**src/rtl/quad_decoder.sv**
```systemverilog
// Filtered quadrature decoder: synchronise, deglitch, decode A/B into step/dir/count/err.
// Define QUAD_X4_EN for x4 decode (every legal edge counts); default is x1 (count only on entry to 00).
`timescale 1ns/1ps
module quad_decoder #(
  parameter int FILTER_LEN = 4,
  parameter int COUNT_W    = 8
) (
  input  logic               MHz50Clk,
  input  logic               reset,
  input  logic               A,
  input  logic               B,
  input  logic               clear,
  input  logic               err_clr,
  output logic               step,
  output logic               dir,
  output logic [COUNT_W-1:0] count,
  output logic               err
);

  localparam logic [7:0] FILT_LAST = 8'(FILTER_LEN - 1);

  logic [1:0] raw;
  logic [1:0] filt;
  logic [1:0] loaded;

  assign raw = {A, B};

  generate
    for (genvar gi = 0; gi < 2; gi++) begin : g_bit
      logic       s1_q;
      logic       s2_q;
      logic       filt_q;
      logic       loaded_q;
      logic [7:0] cnt_q;

      always_ff @(posedge MHz50Clk) begin
        if (reset) begin
          s1_q     <= 1'b0;
          s2_q     <= 1'b0;
          filt_q   <= 1'b0;
          loaded_q <= 1'b0;
          cnt_q    <= '0;
        end else begin
          s1_q <= raw[gi];
          s2_q <= s1_q;
          // Before the first load the filtered bit shadows s2 and the counter measures its stability.
          if (!loaded_q) begin
            filt_q <= s2_q;
            if (s2_q != filt_q) begin
              cnt_q <= '0;
            end else if (cnt_q == FILT_LAST) begin
              loaded_q <= 1'b1;
              cnt_q    <= '0;
            end else begin
              cnt_q <= cnt_q + 8'd1;
            end
          end else if (s2_q != filt_q) begin
            if (cnt_q == FILT_LAST) begin
              filt_q <= s2_q;
              cnt_q  <= '0;
            end else begin
              cnt_q <= cnt_q + 8'd1;
            end
          end else begin
            cnt_q <= '0;
          end
        end
      end

      assign filt[gi]   = filt_q;
      assign loaded[gi] = loaded_q;
    end
  endgenerate

  // Position along the forward cycle 00 -> 10 -> 11 -> 01.
  function automatic logic [1:0] gray_pos(input logic [1:0] ab);
    return {ab[0], ab[1] ^ ab[0]};
  endfunction

  logic [1:0]         prev_q;
  logic               primed_q;
  logic               step_q;
  logic               dir_q;
  logic [COUNT_W-1:0] count_q;
  logic               err_q;

  logic [1:0] delta_d;
  logic       fwd_d;
  logic       rev_d;
  logic       illegal_d;

  always_comb begin
    delta_d   = gray_pos(filt) - gray_pos(prev_q);
    illegal_d = primed_q && (delta_d == 2'd2);
`ifdef QUAD_X4_EN
    fwd_d     = primed_q && (delta_d == 2'd1);
    rev_d     = primed_q && (delta_d == 2'd3);
`else
    fwd_d     = primed_q && (delta_d == 2'd1) && (filt == 2'b00);
    rev_d     = primed_q && (delta_d == 2'd3) && (filt == 2'b00);
`endif
  end

  always_ff @(posedge MHz50Clk) begin
    if (reset) begin
      prev_q   <= 2'b00;
      primed_q <= 1'b0;
      step_q   <= 1'b0;
      dir_q    <= 1'b0;
      count_q  <= '0;
      err_q    <= 1'b0;
    end else begin
      prev_q   <= filt;
      primed_q <= &loaded;
      step_q   <= fwd_d | rev_d;
      if (fwd_d | rev_d) begin
        dir_q <= fwd_d;
      end
      if (clear) begin
        count_q <= '0;
      end else if (fwd_d) begin
        count_q <= count_q + COUNT_W'(1);
      end else if (rev_d) begin
        count_q <= count_q - COUNT_W'(1);
      end
      if (illegal_d) begin
        err_q <= 1'b1;
      end else if (err_clr) begin
        err_q <= 1'b0;
      end
    end
  end

  assign step  = step_q;
  assign dir   = dir_q;
  assign count = count_q;
  assign err   = err_q;

endmodule

```
**config.mk**
```make
export PLATFORM = sky130hd
export DESIGN_NAME = quad_decoder
export DESIGN_NICKNAME = d
export VERILOG_FILES = /design/src/rtl/quad_decoder.sv
export SDC_FILE = /design/constraint.sdc
export NUM_CORES = 1
export LEC_CHECK = 0
export ABC_AREA = 1
export BUFFER_PORTS_ARGS = -buffer_cell sky130_fd_sc_hd__buf_2
export CAP_MARGIN = 20
export CORE_MARGIN = 2
export CORE_UTILIZATION = 35
export DETAILED_ROUTE_END_ITERATION = 12
export PLACE_DENSITY_LB_ADDON = 0.2
export REMOVE_ABC_BUFFERS = 1
export SLEW_MARGIN = 20
export SYNTH_ARGS = -nofsm -noshare
export SYNTH_HDL_FRONTEND = slang
export SYNTH_SLANG_ARGS = --single-unit
```
**constraint.sdc**
```tcl
create_clock -name MHz50Clk -period 3.1 [get_ports MHz50Clk]
set_clock_uncertainty 0.1 [all_clocks]
set_input_delay 0 -clock MHz50Clk [delete_from_list [all_inputs] [get_ports MHz50Clk]]
set_output_delay 0 -clock MHz50Clk [all_outputs]
set_load 0.005 [all_outputs]
```
==> impl_metrics.toml <==
[run_status]
status = "completed"

[global_routing]
overflow = 0
antenna_found_initial = 0
grt-busiest-layer = "met2"
grt_pass1_wl_um = 6360
grtUsageMet2_pct = 22.2
grt_usage_pct = 13.2
grt_pass1_vias = 1511
grt_use_met3_pct = 3.29
grt_max_degree = 14
met1_usage_pct = 15.8

[setup_path]
rr_worst_depth = 15
r2r_start = "g_bit[0].filt_q$_SDFFE_PP0P_"
reg2reg_slack_ns = 0.29
end_kind = "flop"
startpoint_type = "flop"
cpPeakStageDelay_ns = 0.42
crit_type = "reg2reg"
r2r-end = "count[7]$_SDFFE_PP0P_"
crit_required_ns = 3.19
path_buf_inv = 2
critPathMaxFanout = 8
cp_cell_sequence = "inv_2 -> ha_1 -> inv_1 -> ha_1 -> nor2_1 -> nand3_2 -> ha_1 -> a21oi_1 -> nand2_1 -> nand2_1 -> nand2_1 -> nand2_1 -> nand3_1 -> nand2_1 -> nor2_1"
slowest_stage = "dfxtp_1"
crit_top_cell = "nand2_1"
cp_top_family = "adder cells"
arrival_ns = 2.90

[drt]
drt_iter0_drc = 43
viasPerCell = 4.48
ant_nets = 0
drt_wl_total_um = 3410
dr.pass1.iters = 4
route.vias.total = 1546
wl_per_cell_um = 9.89
drc = 0

[timing]
setup-violations-final = 0
slew_headroom_pct = 71.9
report.final.slew_viol_count = 0
worstMarginPinSlew_ns = 0.420
tns_ns = 0
rsz0062_at_grt = "false"
setup_ws_ns = 0.293
timing_hold_violations_final = 0
min_period_ns = 2.81
fmax_ghz = 0.356
fin_crit_sh_pct = 90.5

[floorplan]
initial_utilization_pct = 36.3
rows = 26
die_x_um = 77.0
die_h_um = 77.0
fp.coreArea_sq_mm = 0.00514
ios = 17
die_area_sq_mm = 0.00593

[clock_network]
numClockSinks = 38
cts_setup_buffers = 0
htreeDepth = 2
clk_pin_slew_worst_paths_ns = 0.08
clockRootBuffer = "clkbuf_8"
clk_path_buf_depth = 2
cts_tree = "done"
cts_buffers = 5
clk_latency_ns = 0.29

[logic_synthesis]
synth_compound_area_share_pct = 7.11
yosys-mux-area-fraction_pct = 0
yosys.area_share.simple_pct = 31.7
ys_ff_latch = 38
synth_fa_ha_area_share_pct = 7.79
synth_xor_area_share_pct = 4.23
ys.flop_type = "dfxtp_1"
yosysTopAreaCellShare_pct = 40.8
avgSynthCellArea_sq_um = 7.64
yosys.area.top_type = "dfxtp_1"
synth-edff-count = 0
ys_seq_area_share_pct = 40.8
synth_top_family_by_area = "simple AND/OR/NAND/NOR gates"
yosys-top-cells-area = "dfxtp_1 41%, nand2_1 7.9%, nor2_1 7.9%"
synth_cells = 244
ys_warn_count = 0
synthArstFlopShare_pct = 0
ys_types = 25
netlist_area_sq_mm = 0.00186

[pwr]
p_leak_nw = 0.992
power_density_mw_per_mm2 = 432
p_total_mw = 0.954
ir_drop_mv = 0.232

[min_path]
worstHoldPathCells = 2
worstHoldStart = "g_bit[0].s1_q$_SDFF_PP0_"
hold_class = "reg2reg"
min_to = "g_bit[0].s2_q$_SDFF_PP0_"

[placed_design]
io_buffers = 16
dp_cells = 329
pre_cts_ws_ns = 0.201
place.gp.congestion = 0.772
dpl.hpwl_um = 2460

[cells_and_area]
n_fill_cell = 559
final_util_pct = 43.0
drive_above_1_share_pct = 13.8
multi_input_area_sq_um = 952
antenna_cells = 0
ff_latch_area_sq_um = 761
area_delta_synth_final_pct = 18.5
instances_no_fill = 345
num-nets-final = 291

[job]
cap_violations = 0
==> worst register-to-register path, stage by stage, from the launching register on <==
cell     delay [ns]
dfxtp_1        0.42
inv_2          0.08
ha_1           0.28
inv_1          0.04
ha_1           0.30
nor2_1         0.18
nand3_2        0.23
ha_1           0.42
a21oi_1        0.16
nand2_1        0.11
nand2_1        0.10
nand2_1        0.05
nand2_1        0.07
nand3_1        0.08
nand2_1        0.06
nor2_1         0.04
==> stage by stage <==
stage / hold slack, ns / cell area (sq um)
after global routing: 0.337 / 2210
final: 0.315 / 2210
after detailed placement: 0.107 / 2030
after CTS: 0.321 / 2200
after floorplan: -0.0309 / 1850
after global placement: 0.101 / 2030
==> power breakdown <==
group | total, mW | internal (mW) | switching, mW
logic | 0.0761 | 0.0330 | 0.0431
registers | 0.516 | 0.504 | 0.0124
clock network | 0.362 | 0.179 | 0.183
==> layout by cell type (no fill, tap or decap) <==
master | synthesis | final
nand3_1 | 17 | 16
inv_2 | 1 | 1
dlygate4sd3_1 | 0 | 8
clkinvlp_4 | 0 | 1
or2_1 | 1 | 1
ha_1 | 10 | 10
o21ai_0 | 7 | 7
nor3b_2 | 4 | 4
fa_1 | 1 | 1
xnor2_1 | 5 | 5
nand2_1 | 39 | 39
clkbuf_8 | 0 | 6
nand3b_1 | 1 | 1
xor2_1 | 4 | 4
a21boi_0 | 1 | 1
clkinv_2 | 0 | 1
nor3_1 | 6 | 6
inv_1 | 38 | 38
dfxtp_1 | 38 | 38
o211ai_1 | 2 | 2
nand4_1 | 6 | 6
a21oi_1 | 15 | 15
nand3_4 | 1 | 1
nor2_1 | 39 | 39
buf_4 | 0 | 1
buf_2 | 2 | 16
nor2_4 | 1 | 1
nand3_2 | 2 | 3
nor2_2 | 2 | 2
nand3b_4 | 1 | 1
==> cell type report <==
type                    count  area share (%)
multi-input cells         165            43.1
flip-flops and latches     38            34.4
repair buffers             25            7.59
inverters                  39            6.63
well taps                  70            3.96
clock buffers               6            3.74
clock inverters             2           0.566
==> timing repair <==
action,CTS,global route
hold buffers,8,0
setup endpoints to repair,0,5
endpoints found under the hold margin,14,0
resized for setup,0,1
==> cell usage after synthesis (2+ instances only) <==
cell,number
a21oi_1,15
buf_2,2
dfxtp_1,38
ha_1,10
inv_1,38
nand2_1,39
nand3_1,17
nand3_2,2
nand4_1,6
nor2_1,39
nor2_2,2
nor3_1,6
nor3b_2,4
o211ai_1,2
o21ai_0,7
xnor2_1,5
xor2_1,4
==> logic make-up (layout without fill, tap and decap cells) <==
logic type      after synthesis  count (layout)
buf+inv                      41              72
fa+ha+maj                    11              11
simple gates                120             120
compound gates               25              25
flops                        38              38
xor+xnor                      9               9
==> flip-flops by register name, summed over array words and instances (netlist names), 2 cells and up <==
| signal | flops |
|---|---|
| g_bit.cnt_q | 16 |
| count | 8 |
| g_bit.filt_q | 2 |
| g_bit.loaded_q | 2 |
| g_bit.s1_q | 2 |
| g_bit.s2_q | 2 |
| prev_q | 2 |
==> per-layer routing <==
| layer | part of all wire, % | up-vias |
|---|---|---|
| met1 | 51 | 684 |
| met5 | 0 | - |
| met3 | 2.8 | 5 |
| met2 | 44 | 18 |
| li1 | - | 839 |
| met4 | 1.9 | 0 |
==> worst max path at each step <==
stage / depth (start not counted) / startpoint / slack (ns) / endpoint
4_1_cts: 15 / g_bit[0].filt_q$_SDFFE_PP0P_ / 0.18 / count[7]$_SDFFE_PP0P_
6_report: 15 / g_bit[0].filt_q$_SDFFE_PP0P_ / 0.29 / count[7]$_SDFFE_PP0P_
5_1_grt: 14 / g_bit[0].filt_q$_SDFFE_PP0P_ / 0.03 / count[7]$_SDFFE_PP0P_
3_5_place_dp: 15 / g_bit[0].filt_q$_SDFFE_PP0P_ / 0.20 / count[7]$_SDFFE_PP0P_
3_3_place_gp: 14 / g_bit[0].filt_q$_SDFFE_PP0P_ / 0.23 / count[7]$_SDFFE_PP0P_
2_1_floorplan: 14 / g_bit[0].filt_q$_SDFFE_PP0P_ / 0.01 / count[6]$_SDFFE_PP0P_
Power figures use the tool's default switching activity.
